**src/rtl/map_rom_arbiter_if.sv**
```systemverilog
// Requester-side bundle for the shared map ROM: port A (wall tracer) and
// port B (map overlay) request, grant and read-back signals.
interface map_rom_arbiter_if #(
  parameter int MAP_WBITS = 5,
  parameter int MAP_HBITS = 5
);
  logic                 a_req;
  logic [MAP_WBITS-1:0] a_col;
  logic [MAP_HBITS-1:0] a_row;
  logic                 a_gnt;
  logic [1:0]           a_val;
  logic                 a_valid;

  logic                 b_req;
  logic [MAP_WBITS-1:0] b_col;
  logic [MAP_HBITS-1:0] b_row;
  logic                 b_gnt;
  logic [1:0]           b_val;
  logic                 b_valid;

  // Requesters drive the request side and observe grant/data.
  modport master (
    output a_req, a_col, a_row,
    input  a_gnt, a_val, a_valid,
    output b_req, b_col, b_row,
    input  b_gnt, b_val, b_valid
  );

  // The arbiter observes requests and returns grant/data.
  modport slave (
    input  a_req, a_col, a_row,
    output a_gnt, a_val, a_valid,
    input  b_req, b_col, b_row,
    output b_gnt, b_val, b_valid
  );
endinterface

```
**src/rtl/map_rom_arbiter.sv**
```systemverilog
// Two-port arbiter in front of the single map ROM: A has priority, B is
// protected from starvation; responses return a fixed 2 cycles after grant.
module map_rom_arbiter #(
  parameter int MAP_WBITS  = 5,
  parameter int MAP_HBITS  = 5,
  parameter int STARVE_MAX = 3
) (
  input  logic                 clk,
  input  logic                 reset,
  map_rom_arbiter_if.slave     bus,
  output logic [MAP_WBITS-1:0] o_map_col,
  output logic [MAP_HBITS-1:0] o_map_row,
  input  logic [1:0]           i_map_val,
  input  logic                 i_clear,
  output logic [15:0]          o_conflicts
);

  localparam logic [3:0] STARVE_LIM = 4'(STARVE_MAX);
  localparam int         PORT_A = 0;
  localparam int         PORT_B = 1;

  logic [1:0]           req;
  logic [1:0]           gnt;
  logic [MAP_WBITS-1:0] col [2];
  logic [MAP_HBITS-1:0] row [2];

  logic [MAP_WBITS-1:0] map_col_reg;
  logic [MAP_HBITS-1:0] map_row_reg;
  logic                 owner_reg;
  logic                 pend_reg;
  logic [3:0]           starve_reg;
  logic [15:0]          conflicts_reg;
  logic [1:0]           val_reg   [2];
  logic                 valid_reg [2];

  assign req[PORT_A] = bus.a_req;
  assign req[PORT_B] = bus.b_req;
  assign col[PORT_A] = bus.a_col;
  assign col[PORT_B] = bus.b_col;
  assign row[PORT_A] = bus.a_row;
  assign row[PORT_B] = bus.b_row;

  // B wins when A is idle, or when it has waited out the starvation limit.
  always_comb begin
    gnt         = 2'b00;
    gnt[PORT_B] = req[PORT_B] && (!req[PORT_A] || (starve_reg == STARVE_LIM));
    gnt[PORT_A] = req[PORT_A] && !gnt[PORT_B];
  end

  assign bus.a_gnt = gnt[PORT_A];
  assign bus.b_gnt = gnt[PORT_B];

  // Address capture and owner tracking for the single in-flight stage.
  always_ff @(posedge clk or negedge reset) begin
    if (!reset) begin
      map_col_reg <= '0;
      map_row_reg <= '0;
      owner_reg   <= 1'b0;
      pend_reg    <= 1'b0;
    end else begin
      pend_reg <= |gnt;
      if (gnt[PORT_B]) begin
        map_col_reg <= col[PORT_B];
        map_row_reg <= row[PORT_B];
        owner_reg   <= 1'b1;
      end else if (gnt[PORT_A]) begin
        map_col_reg <= col[PORT_A];
        map_row_reg <= row[PORT_A];
        owner_reg   <= 1'b0;
      end
    end
  end

  assign o_map_col = map_col_reg;
  assign o_map_row = map_row_reg;

  always_ff @(posedge clk or negedge reset) begin
    if (!reset) begin
      starve_reg <= '0;
    end else if (req[PORT_B] && !gnt[PORT_B]) begin
      if (starve_reg != STARVE_LIM) begin
        starve_reg <= starve_reg + 4'd1;
      end
    end else begin
      starve_reg <= '0;
    end
  end

  // Clear beats increment so a vsync during contention reads back as zero.
  always_ff @(posedge clk or negedge reset) begin
    if (!reset) begin
      conflicts_reg <= '0;
    end else if (i_clear) begin
      conflicts_reg <= '0;
    end else if (req[PORT_A] && req[PORT_B] && (conflicts_reg != 16'hFFFF)) begin
      conflicts_reg <= conflicts_reg + 16'd1;
    end
  end

  assign o_conflicts = conflicts_reg;

  // Per-port response registers: data holds between responses, valid pulses.
  generate
    for (genvar gi = 0; gi < 2; gi++) begin : g_resp
      logic hit;
      assign hit = pend_reg && (owner_reg == 1'(gi));

      always_ff @(posedge clk or negedge reset) begin
        if (!reset) begin
          val_reg[gi]   <= '0;
          valid_reg[gi] <= 1'b0;
        end else begin
          valid_reg[gi] <= hit;
          if (hit) begin
            val_reg[gi] <= i_map_val;
          end
        end
      end
    end
  endgenerate

  assign bus.a_val   = val_reg[PORT_A];
  assign bus.a_valid = valid_reg[PORT_A];
  assign bus.b_val   = val_reg[PORT_B];
  assign bus.b_valid = valid_reg[PORT_B];

endmodule

```
**src/flat_wrapper.sv**
```systemverilog
// flat-port wrapper written by rule: the top's interface ports become plain ports
module map_rom_arbiter_flat 
#(
  parameter int MAP_WBITS  = 5,
  parameter int MAP_HBITS  = 5,
  parameter int STARVE_MAX = 3
)
  (clk, reset, o_map_col, o_map_row, i_map_val, i_clear, o_conflicts, bus_a_req, bus_a_col, bus_a_row, bus_a_gnt, bus_a_val, bus_a_valid, bus_b_req, bus_b_col, bus_b_row, bus_b_gnt, bus_b_val, bus_b_valid);
  map_rom_arbiter_if #(.MAP_WBITS(MAP_WBITS), .MAP_HBITS(MAP_HBITS)) bus_i ();
  input  logic clk;
  input  logic reset;
  output logic [MAP_WBITS-1:0] o_map_col;
  output logic [MAP_HBITS-1:0] o_map_row;
  input  logic [1:0] i_map_val;
  input  logic i_clear;
  output logic [15:0] o_conflicts;
  input wire logic [$bits(bus_i.a_req)-1:0] bus_a_req;
  input wire logic [$bits(bus_i.a_col)-1:0] bus_a_col;
  input wire logic [$bits(bus_i.a_row)-1:0] bus_a_row;
  output wire logic [$bits(bus_i.a_gnt)-1:0] bus_a_gnt;
  output wire logic [$bits(bus_i.a_val)-1:0] bus_a_val;
  output wire logic [$bits(bus_i.a_valid)-1:0] bus_a_valid;
  input wire logic [$bits(bus_i.b_req)-1:0] bus_b_req;
  input wire logic [$bits(bus_i.b_col)-1:0] bus_b_col;
  input wire logic [$bits(bus_i.b_row)-1:0] bus_b_row;
  output wire logic [$bits(bus_i.b_gnt)-1:0] bus_b_gnt;
  output wire logic [$bits(bus_i.b_val)-1:0] bus_b_val;
  output wire logic [$bits(bus_i.b_valid)-1:0] bus_b_valid;
  assign bus_i.a_req = bus_a_req;
  assign bus_i.a_col = bus_a_col;
  assign bus_i.a_row = bus_a_row;
  assign bus_a_gnt = bus_i.a_gnt;
  assign bus_a_val = bus_i.a_val;
  assign bus_a_valid = bus_i.a_valid;
  assign bus_i.b_req = bus_b_req;
  assign bus_i.b_col = bus_b_col;
  assign bus_i.b_row = bus_b_row;
  assign bus_b_gnt = bus_i.b_gnt;
  assign bus_b_val = bus_i.b_val;
  assign bus_b_valid = bus_i.b_valid;
  map_rom_arbiter #(.MAP_WBITS(MAP_WBITS), .MAP_HBITS(MAP_HBITS), .STARVE_MAX(STARVE_MAX)) u_core (.clk(clk), .reset(reset), .bus(bus_i), .o_map_col(o_map_col), .o_map_row(o_map_row), .i_map_val(i_map_val), .i_clear(i_clear), .o_conflicts(o_conflicts));
endmodule
```
**config.mk**
```make
export PLATFORM = sky130hd
export DESIGN_NAME = map_rom_arbiter_flat
export DESIGN_NICKNAME = d
export VERILOG_FILES = /design/src/rtl/map_rom_arbiter_if.sv /design/src/rtl/map_rom_arbiter.sv /design/src/flat_wrapper.sv
export SDC_FILE = /design/constraint.sdc
export NUM_CORES = 1
export LEC_CHECK = 0
export BUFFER_PORTS_ARGS = -buffer_cell sky130_fd_sc_hd__buf_4
export CAP_MARGIN = 20
export CORE_ASPECT_RATIO = 1.25
export CORE_MARGIN = 2
export CORE_UTILIZATION = 45
export DETAILED_ROUTE_END_ITERATION = 8
export GPL_TIMING_DRIVEN = 0
export PLACE_DENSITY = 0.75
export SLEW_MARGIN = 10
export SYNTH_ARGS = -nofsm -noshare
export SYNTH_HDL_FRONTEND = slang
export SYNTH_SLANG_ARGS = --single-unit
```
**constraint.sdc**
```tcl
create_clock -name clk -period 1.8 [get_ports clk]
set_input_delay 0.36 -clock clk [delete_from_list [all_inputs] [get_ports clk]]
set_output_delay 0.36 -clock clk [all_outputs]
set_load 0.02 [all_outputs]
```
# Word level (Yosys, flattened, before mapping)
# Cells that the tools add are included.
[op_classes] n_reduce_logical=13 n_addsub=2 n_mux=10 bitwise=1 n_eq_ne=4
[ops] cell="two-way mux 16 bit" n=2
[ops] cell="two-way mux 5 bit" n=4
[ops] cell="adder 16 x 1 -> 16 bit, second input constant" n=1
[ops] cell="!= test 16 bit, second input constant" n=1
[ops] cell="two-way mux 4 bit" n=2
[ops] cell="logical AND 1 bit" n=7
[ops] cell="adder 4 x 1 -> 4 bit, second input constant" n=1
[ops] cell="== test 4 x 2 -> 1 bit, second input constant" n=1
[ops] cell="!= test 4 x 2 -> 1 bit, second input constant" n=1
[ops] cell="nonzero test 2 bit" n=2
[ops] cell="zero test 1 bit" n=2
[ops] cell="two-way mux 1 bit" n=2
[ops] cell="!= test 2 bit, second input constant" n=1
[ops] cell="OR reduction 2 bit" n=1
[ops] cell="logical OR 1 bit" n=1
[ops] cell="NOT 1 bit" n=1
[word_totals] output_inout_bits=34 elab_cells=40 inputBits=27 register_bits=38

# Logic depth before layout (Yosys ltp)
# Gate-level depths: netlist (run 1).
[logic_depth] word_depth=7 mapped_depth=6 depth_no_buf=5

# Worst setup path after synthesis (run 1)
# OpenSTA, ideal clock, no wires.
[synth_timing] path_kind="reg2reg" from="register u_core.conflicts_reg[0], in the netlist u_core.o_conflicts[0]" to="register u_core.conflicts_reg[14], in the netlist u_core.o_conflicts[14]" synth_period_minus_slack_ns=1.995 path_stages_with_launch=6 t_arrival_ns=1.871 required_ns=1.675 n_path_buf=0 setup_time_ns=0.125 slack_ns=-0.195 cell_sequence="dfrtp_1 ha_1 nand4_4 a311oi_1 and4_1 mux2_2"
[synth_between] elab_chain_len=3 elab_cells_between_ends=6 classes_between="add/sub: 1; eq/ne: 1; mux: 2; reduce/logical: 2"
[synth_rtl] item="from (decl)" line_no="map_rom_arbiter.sv:32" source="logic [15:0] conflicts_reg;"
[synth_rtl] item="from (signal assigned)" line_no="map_rom_arbiter.sv:96" source="conflicts_reg <= conflicts_reg + 16'd1;"
[synth_rtl] item="adder 16 x 1 -> 16 bit or != test 16 bit (tied branches)" line_no="map_rom_arbiter.sv:96, map_rom_arbiter.sv:95"
[synth_rtl] item="two-way mux 16 bit or logical AND 1 bit (tied branches)" line_no="map_rom_arbiter.sv:95" source="end else if (req[PORT_A] && req[PORT_B] && (conflicts_reg != 16'hFFFF)) begin"
[synth_rtl] item="two-way mux 16 bit or nonzero test 2 bit (tied branches)"
# Parallel ways exist; a longest one is shown, timed or not. The select of a mux whose other input is x is not followed.
# A chain may end at the register's enable or synchronous reset.

# Worst setup path after layout (run 1)
[layout_timing] from="register u_core.starve_reg[1]" to="output port bus_b_gnt"
[layout_between] elab_chain_len=3
[layout_rtl] item="from (decl)" line_no="map_rom_arbiter.sv:31" source="logic [3:0] starve_reg;"
[layout_rtl] item="from (signal assigned)" line_no="map_rom_arbiter.sv:82" source="starve_reg <= starve_reg + 4'd1;"
[layout_rtl] item="== test 4 x 2 -> 1 bit" line_no="map_rom_arbiter.sv:46" source="gnt[PORT_B] = req[PORT_B] && (!req[PORT_A] || (starve_reg == STARVE_LIM));"
[layout_rtl] item="logical OR 1 bit" line_no="map_rom_arbiter.sv:46"
[layout_rtl] item="logical AND 1 bit" line_no="map_rom_arbiter.sv:46"
[layout_rtl] item="to (decl)" line_no="flat_wrapper.sv:26" source="output wire logic [$bits(bus_i.b_gnt)-1:0] bus_b_gnt;"
# Every way passes these cells.

==> results of run 1 <==
[power breakdown]
| part | leakage (nW) | internal (W) | switching [W] |
|---|---|---|---|
| Clock | 0.0683 | 0.000555 | 0.000314 |
| Combinational | 0.761 | 0.000154 | 0.000165 |
| Sequential | 0.486 | 0.000903 | 0.0000301 |
[timing repair]
item	in CTS	in global routing
pin swaps	6	6
hold buffers	0	0
endpoints found under the setup margin	13	6
gates cloned	0	0
gates resized for setup	12	3
setup buffers	8	4
[critical path: cells and delay by family (launching register included)]
| family | cells | cell delay [ns] |
|---|---|---|
| flip-flops | 1 | 0.36 |
| AO/OA/AOI/OAI | 1 | 0.19 |
| AND/OR/NAND/NOR | 1 | 0.31 |
| adder cells (fa/ha/maj) | 1 | 0.18 |
| buffers and inverters | 1 | 0.11 |
[metal layers]
metal  routed length, um  global-route usage (%)  part of all wire [%]
met1                1840                    25.1                    41
met2                2310                    33.1                    52
met3                 229                    5.60                   5.1
met4                  85                    7.66                   1.9
met5                   0                       0                     0
[layout by cell type (no fill, tap or decap), drive strengths merged, types with 2 or more instances in the layout]
cell type and count:
inv 5, or4 3, nand2 25, dfrtp 38, a22oi 10, ha 2, and4 3, a21oi 14
nand3 4, or3 4, nor3b 2, bufinv 2, nand4 7, nor2 13, and2 3, mux2 12
nor2b 8, nor4 3, buf 74, o31ai 4, clkbuf 7, nand2b 4
[stage by stage]
| step | setup TNS, ns | util [%] | instances | setup WS (ns) |
|---|---|---|---|---|
| after CTS | -0.0678 | 65.8 | 312 | -0.0678 |
| after global placement | -0.970 | 59.6 | 297 | -0.322 |
| after global routing | -0.118 | 66.6 | 315 | -0.0760 |
| final | -0.00355 | 66.6 | 315 | -0.00355 |
| after floorplan | 0 | - | 181 | 0.0129 |
| after detailed placement | -1.28 | 59.6 | 297 | -0.348 |
[logic make-up after synthesis]
kind of cell    share of synthesized area (%)
compound gates                           11.9
xor+xnor                                0.463
fa+ha+maj                                1.32
buf+inv                                  2.31
flops                                    50.2
mux                                      7.87
simple gates                             25.9
[final timing paths]
kind                            slack, ns                     end
worst min-delay path                 0.03    u_core.starve_reg[0]
worst min register to register       0.51     u_core.o_map_row[0]
worst max-delay path               -0.004               bus_b_gnt
worst max register to register       0.05  u_core.o_conflicts[13]
min in group clk                     0.25     u_core.o_map_col[3]
max in group asynchronous            1.41   u_core.o_conflicts[1]
[area by class of cell]
cell class	instances	area [um2]	share of cell area, %
inverters	5	18.8	0.693
plain buffers	4	17.5	0.647
repair buffers	72	548	20.2
flip-flops and latches	38	956	35.3
clock buffers	5	68.8	2.54
well taps	56	70.1	2.59
clock inverters	3	68.8	2.54
multi-input cells	132	961	35.5
==> run summary, run 1 <==
Relative slew margins: 67.7%
largest net degree at the start of global routing: 39
Mapped Avg Cell Area: 10.5 um2
Hold Crit Class: in -> async
kind of critical path: reg -> out
Critical Path Start: u_core.starve_reg[1]
ys flop type: dfrtp_1
fin crit period: 1.80 ns
most area-consuming cells after synthesis: dfrtp_1 (50%), mux2_2 (6.5%), nand2_1 (5.0%), a22oi_1 (4.0%), a21oi_1 (3.4%)
first-pass GRT wire length: 7330 um
clock latency on the worst-skew pair: 0.29 ns
share of the synthesized area in the top cell type: 50.2%
Worst-Margin Slew: 0.484 ns
synthesized area: 1890 um2
most common cell in the netlist: dfrtp_1
Placement Rows: 26
WL per Instance: 14.2 um
layout filler cell count: 338
Post-DP Area: 2420 um2
vias in the first global route: 1616
CP max stage cell: dfrtp_1
Total Routing Usage GR: 20.5%
Layout area overhead: 43.1%
share of cells above drive strength 1: 43.6%
Final period util: 100%
Peak VDD IR: 0.000530 V
number of DRC markers in iteration 0: 69
post-synthesis sequential area ratio: 50.2%
worst path cell trace: ha_2 -> nor3b_4 -> o21a_4 -> buf_6
crit-path max FO: 4
Mapped Cells: 181
LEAKAGE: 1.31 nW
Detailed Routing Iterations Pass 1: 4
Max Buffers Root-to-Sink: 2
setup ws final: -0.00355 ns
overall power: 0.00212 W
Cell variety after synth: 38
Die ar.: 4740 um2
# diodes: 0
Synth async-reset ratio: 100%
overall routed net length: 4470 um
worst endpoint data arrival time: 1.44 ns
clk sinks: 38
final instance area: 2710 um2
vias post-DR: 1663
crit-path max cell delay: 0.36 ns
Top Ports: 61
RSZ-0062 raised after global routing: yes
CTS Root Cell: clkbuf_8
number of enable flip-flop cells after synthesis: 0
total gr overflow: 0
Post-synth top cells: dfrtp_1 (38), nand2_1 (25), a21oi_1 (13), nor2_1 (13), mux2_2 (11)
CTS tree: built
residual DRC count: 0
Ys Warns: 0
GPL Wtd Cong: 0.762
PwrDens: 783 nW/um2
Fin. Hold Viols: 0
max reg flops: 16
clock skew: 0.00269 ns
leading area contributor after synthesis: dfrtp_1
flop and latch count out of synthesis: 38
Die Y: 76.5 um
FF-to-FF path depth: 6
Critical Path End Type: output pin
H-tree depth: 2
final hold slack: 0.0293 ns
antenna violations before repair: 0
clk slew on worst S/H paths: 0.08 ns
Vias/cell: 5.28
final net count: 287
violated checks: negative setup slack
hpwl dp: 3040 um
status: complete, but fails checks
Max Cap Violations: 0
antenna-violating nets left: 0
PortBufs: 60
Slew Viols, Final: 0
setup-violating endpoint count in the final report: 1
TritonCTS buffer count: 5
Worst Setup Start Kind: flip-flop
Core Footprint: 4070 um2
RR Startpoint: u_core.o_conflicts[0]
Synthesized Nets: 210
Chip Width: 62.0 um
Max Freq: 554 MHz
Initial Util: 46.6%
CP required: 1.44 ns
(Power assumes the default switching activity.)
==> run 2: changes to the inputs <==
clock period = 1.65 ns   (was 1.8 ns; I/O delays follow)
==> run 2 against run 1 <==
  * The run still ends with negative setup slack left
  * Critical path depth increased by 1
  * Clock-buffer cell count increased by 1
  * Via count increased by 10%
  * Largest cell class unchanged
  * Sequential power increased by 9%
  * Hold slack got worse by 0.028 ns
  * Core utilization increased by 6.2 points
  * Clock power increased by 12%
  * Worst setup slack got worse by 0.15 ns
  * Total power increased by 11%
==> run summary, run 2 (synthesis results as in run 1) <==
status: complete, but fails checks
violated checks: negative setup slack
clk sinks: 38 (unchanged)
reg-to-reg slack, setup: -0.15 ns (-0.20 ns)
Initial Util: 46.6% (unchanged)
TritonCTS buffer count: 5 (unchanged)
final net count: 305 (+6.3%)
Detailed Routing Iterations Pass 1: 4 (unchanged)
share of cells above drive strength 1: 56.0% (+12 points)
most frequent cells in the layout: buf_4 (83), dfrtp_1 (26), nand2_1 (25)
Placement Rows: 26 (unchanged)
number of DRC markers in iteration 0: 83 (+20%)
Fin. Hold Viols: 0 (unchanged)
total gr overflow: 0 (unchanged)
clock latency on the worst-skew pair: 0.29 ns (about the same)
Chip Width: 62.0 um (unchanged)
FF-to-FF path depth: 5 (-1)
CTS tree: built
Clock Power Share: 41.5% (+0.5 points)
Total Routing Usage GR: 23.5% (+3.0 points)
vias in the first global route: 1804 (+12%)
Setup WS pre-CTS: -0.305 ns (+0.0428 ns)
Gate power share: 15.2% (+0.2 points)
RSZ-0062 raised after global routing: yes
worst endpoint data arrival time: 1.98 ns (+0.54 ns)
first-pass GRT wire length: 8460 um (+15%)
Max Buffers Root-to-Sink: 2 (unchanged)
NetSw: 0.000550 W (+8.0%)
clk slew on worst S/H paths: 0.08 ns (about the same)
vias post-DR: 1829 (+10%)
fin crit period: 1.80 ns
crit-path max FO: 6 (+2)
Slew Viols, Final: 0 (unchanged)
# diodes: 0 (unchanged)
antenna-violating nets left: 0 (unchanged)
setup-violating endpoint count in the final report: 15 (+14)
PortBufs: 60 (unchanged)
CTS Hold Bufs: 0 (unchanged)
Vias/cell: 5.49 (+4.0%)
dpl cells: 297 (unchanged)
antenna violations before repair: 0 (unchanged)
Max Cap Violations: 0 (unchanged)
LEAKAGE: 1.41 nW (+7.5%)
PwrDens: 794 nW/um2 (+1.4%)
commonest non-fill, non-tap cell in the layout: buf_4
Seq pwr share: 43.2% (-0.8 points)
CTS Root Cell: clkbuf_8
setup ws final: -0.153 ns (-0.149 ns)
Worst-Margin Slew: 0.488 ns (+0.00409 ns)
Top Ports: 61 (unchanged)
Core Footprint: 4070 um2 (unchanged)
residual DRC count: 0 (unchanged)
Max Freq: 555 MHz
Switching Fraction: 23.4% (-0.62 points)
H-tree depth: 2 (unchanged)
WL per Instance: 16.5 um (+16%)
Critical Path End Type: flip-flop
kind of critical path: reg -> reg
Die Y: 76.5 um (unchanged)
hpwl dp: 3090 um (+1.9%)
Hold Crit Class: in -> async
clock skew: 0.00519 ns (+0.00250 ns)
CP required: 1.83 ns (+0.39 ns)
Worst Setup Start Kind: flip-flop
Relative slew margins: 67.5% (-0.27 points)
max reg flops: 16 (unchanged)
Internal: 0.00180 W (+12%)
Layout area overhead: 56.3%
Die ar.: 4740 um2 (unchanged)
Final period util: 109%
GPL Wtd Cong: 0.785 (+3.0%)
largest net degree at the start of global routing: 39 (unchanged)
Post-Layout Cell Count: 333 (+5.7%)
Peak VDD IR: 0.000480 V (-9.5%)
overall routed net length: 5490 um (+23%)
run 2: cell count changes in the layout (fill, tap and decap cells not counted), moves of 3 or more:
cell,before,now
buf_4,70,83
dfrtp_1,34,26
a21oi_1,12,5
dfrtp_2,4,12
a21oi_2,1,9
o31ai_1,4,1
buf_6,2,8
run 2: what timing repair did:
| item | 4_1_cts | 5_1_grt |
|---|---|---|
| setup endpoints to repair | 21 | 25 |
| setup buffers | 18 | 13 |
| resized for setup | 15 | 32 |
| pin swaps | 9 | 13 |
run 2: cell type report:
type | count | area (um2)
Clock buffer | 6 | 82.6
Multi-Input combinational cell | 132 | 1040
Fill cell | 295 | 1110
Sequential cell | 38 | 966
Tap cell | 56 | 70.1
Clock inverter | 2 | 60.1
Inverter | 5 | 18.8
Buffer | 4 | 23.8
Timing Repair Buffer | 90 | 702
run 2: power groups by stage:
stage,clock (W),sequential (W),combinational [W]
2_1_floorplan,0,0.00109,0.0000960
3_3_place_gp,0,0.00103,0.000327
3_5_place_dp,0,0.00103,0.000333
4_1_cts,0.000988,0.00102,0.000360
5_1_grt,0.00102,0.00102,0.000389
6_report,0.000976,0.00102,0.000358
run 2: final timing paths:
path | startpoint | end
worst max-delay path | u_core.o_conflicts[0] | u_core.o_conflicts[0]
worst min-delay path | reset | u_core.o_conflicts[14]
worst max register to register | u_core.o_conflicts[0] | u_core.o_conflicts[0]
worst min register to register | u_core.o_map_col[1] | u_core.o_map_col[1]
max in group asynchronous | reset | u_core.o_conflicts[6]
min in group clk | bus_a_row[2] | u_core.o_map_row[2]
run 2: per-stage QoR:
| step | TNS (ns) | instance area, um2 | total power, W | util, % | hold slack [ns] |
|---|---|---|---|---|---|
| after global routing | -2.38 | 2960 | 0.00243 | 72.8 | 0.0367 |
| after floorplan | -0.159 | 1920 | 0.00119 | - | 0.0344 |
| after global placement | -1.48 | 2440 | 0.00136 | 60.1 | 0.331 |
| after detailed placement | -2.04 | 2440 | 0.00137 | 60.1 | 0.329 |
| final | -1.40 | 2960 | 0.00235 | 72.8 | 0.00146 |
| after CTS | -0.736 | 2780 | 0.00236 | 68.3 | 0.0159 |
run 2: metal layers:
metal	global-route usage (%)	up-vias	share of wire, %
li1	-	847	-
met1	30.7	902	40
met2	37.3	64	53
met3	4.75	16	4.2
met4	8.72	0	3.1
met5	0	-	0
run 2: worst max-delay path, stage by stage, from the launching register on:
cell and delay (ns):
dfrtp_2 0.40, ha_4 0.16, nand4_4 0.15, nor4_4 0.51, a21oi_2 0.15, mux2_4 0.32
==> run 3: changes to the inputs <==
SKIP_LAST_GASP = 1   (was unset)
==> run 3 against run 2 <==
  * The run still ends with negative setup slack left
  * Worst setup slack improved by 0.031 ns
  * Design area increased by 0.97%
  * Cell count increased by 1.2%
  * Non-clock buffer count increased by 4
  * Combinational power about the same
  * Via count decreased by 0.93%
  * Critical path type is now reg -> out
  * Critical endpoint is now bus_b_gnt
  * Largest power group unchanged
==> run summary, run 3 (synthesis results as in run 1) <==
Relative slew margins: 66.8% (-0.67 points)
total gr overflow: 0 (unchanged)
RSZ-0062 raised after global routing: yes
first-pass GRT wire length: 8170 um (-3.4%)
fin crit period: 1.77 ns (-0.0309 ns)
hpwl dp: 3090 um (unchanged)
setup ws final: -0.122 ns (+0.0309 ns)
violated checks: negative setup slack
CTS tree: built
Total Routing Usage GR: 22.7% (-0.77 points)
Max Buffers Root-to-Sink: 2 (unchanged)
Vias/cell: 5.38 (-2.1%)
WL per Instance: 16.1 um (-2.3%)
clock skew: 0.00402 ns (-0.00117 ns)
Post-DP Area: 2440 um2 (unchanged)
final hold slack: 0.00155 ns (+0.0000857 ns)
register area: 967 um2 (+0.13%)
H-tree depth: 2 (unchanged)
Fin. Hold Viols: 0 (unchanged)
number of DRC markers in iteration 0: 78 (-6.0%)
CP max stage cell: dfrtp_1
vias in the first global route: 1762 (-2.3%)
Max Freq: 564 MHz (+1.7%)
Chip Width: 62.0 um (unchanged)
Core Footprint: 4070 um2 (unchanged)
most frequent cells in the layout: buf_4 (87), nand2_1 (25), dfrtp_1 (25)
kind of cell adding the most delay to the critical path: flip-flops
TritonCTS buffer count: 5 (unchanged)
Placement Rows: 26 (unchanged)
area of the multi-input gates: 1030 um2 (-0.24%)
metal3 WL: 178 um (-24%)
Final period util: 107% (-1.9 points)
overall routed net length: 5430 um (-1.1%)
top layer in use: met4
Slew Viols, Final: 0 (unchanged)
crit-path max FO: 3 (-3)
Buf/Inv on CP: 1 (+1)
max reg flops: 16 (unchanged)
routed wl met2: 2880 um (-1.2%)
Worst-Margin Slew: 0.498 ns (+0.0100 ns)
Die ar.: 4740 um2 (unchanged)
kind of critical path: reg -> out
residual DRC count: 0 (unchanged)
crit-path max cell delay: 0.36 ns (-0.15 ns)
PortBufs: 60 (unchanged)
final core occ: 73.5% (+0.71 points)
Worst Setup Start Kind: flip-flop
Hold Crit Class: in -> async
Layout area overhead: 57.8%
Die Y: 76.5 um (unchanged)
reg-to-reg slack, setup: -0.05 ns (+0.10 ns)
Met1 Wirelength: 2210 um (+1.9%)
CP required: 1.32 ns (-0.51 ns)
commonest non-fill, non-tap cell in the layout: buf_4
status: complete, but fails checks
Max Cap Violations: 0 (unchanged)
Detailed Routing Iterations Pass 1: 4 (unchanged)
FF-to-FF path depth: 6 (+1)
PwrDens: 791 nW/um2 (-0.40%)
clk slew on worst S/H paths: 0.08 ns (about the same)
Top Ports: 61 (unchanged)
Initial Util: 46.6% (unchanged)
clock latency on the worst-skew pair: 0.29 ns (about the same)
vias post-DR: 1812 (-0.93%)
worst path cell trace: ha_2 -> nor3b_4 -> o21a_1 -> buf_6
RR Startpoint: u_core.o_conflicts[6]
final instance area: 2990 um2 (+0.97%)
layout filler cell count: 284 (-3.7%)
LEAKAGE: 1.44 nW (+1.8%)
Critical Path End Type: output pin
largest net degree at the start of global routing: 39 (unchanged)
Peak VDD IR: 0.000478 V (-0.31%)
CTS Root Cell: clkbuf_8
setup-violating endpoint count in the final report: 11 (-4)
share of cells above drive strength 1: 56.6% (+0.63 points)
final net count: 309 (+1.3%)
antenna violations before repair: 0 (unchanged)
clk sinks: 38 (unchanged)
antenna-violating nets left: 0 (unchanged)
Reg-to-Reg End: u_core.o_conflicts[13]
GPL Wtd Cong: 0.785 (unchanged)
# diodes: 0 (unchanged)
worst endpoint data arrival time: 1.44 ns (-0.54 ns)
## run 3: cell types whose count changed in the layout (fill, tap and decap cells not counted), sizes merged
cell,change
buf,+4
## run 3: timing repair
| action | CTS | global route |
|---|---|---|
| setup endpoints to repair | 21 | 25 |
| resized for setup | 14 | 33 |
| hold buffers | 0 | 0 |
| cloned | 0 | 0 |
| pin swaps | 7 | 20 |
| buffers inserted | 18 | 18 |
## run 3: worst max-delay path by stage
stage / from / endpoint / cells past startpoint
floorplan: u_core.o_conflicts[9] / u_core.o_conflicts[14] / 4
global placement: u_core.starve_reg[0] / bus_b_gnt / 5
detailed placement: u_core.starve_reg[0] / bus_b_gnt / 5
CTS: u_core.starve_reg[0] / bus_b_gnt / 5
global route: u_core.starve_reg[0] / bus_a_gnt / 4
finish: u_core.starve_reg[0] / bus_b_gnt / 4
## run 3: metrics by stage
stage	TNS, ns	power [W]	instances	worst slack, ns
finish	-0.477	0.00236	337	-0.122
global route	-1.53	0.00245	337	-0.210
CTS	-0.752	0.00236	322	-0.174
detailed placement	-2.04	0.00137	297	-0.305
global placement	-1.48	0.00136	297	-0.282
floorplan	-0.159	0.00119	181	-0.0904
## run 3: layer usage
| layer | GRT usage [%] | vias up |
|---|---|---|
| met3 | 4.41 | 13 |
| met1 | 29.5 | 903 |
| met2 | 36.4 | 44 |
| li1 | - | 852 |
| met5 | 0 | - |
| met4 | 8.51 | 0 |
## run 3: report_power, final
group	switching (W)	internal [W]	leakage (nW)
clock network	0.000344	0.000645	0.0714
logic	0.000187	0.000171	0.897
registers	0.0000314	0.000985	0.471
total	0.000563	0.00180	1.44
## run 3: layout make-up
class,count,share of cell area (%)
multi-input combinational,132,34.6
sequential,38,32.4
timing repair buffer,94,24.5
clock buffer,6,2.76
tap,56,2.35
clock inverter,2,2.01
buffer,4,0.796
inverter,5,0.628
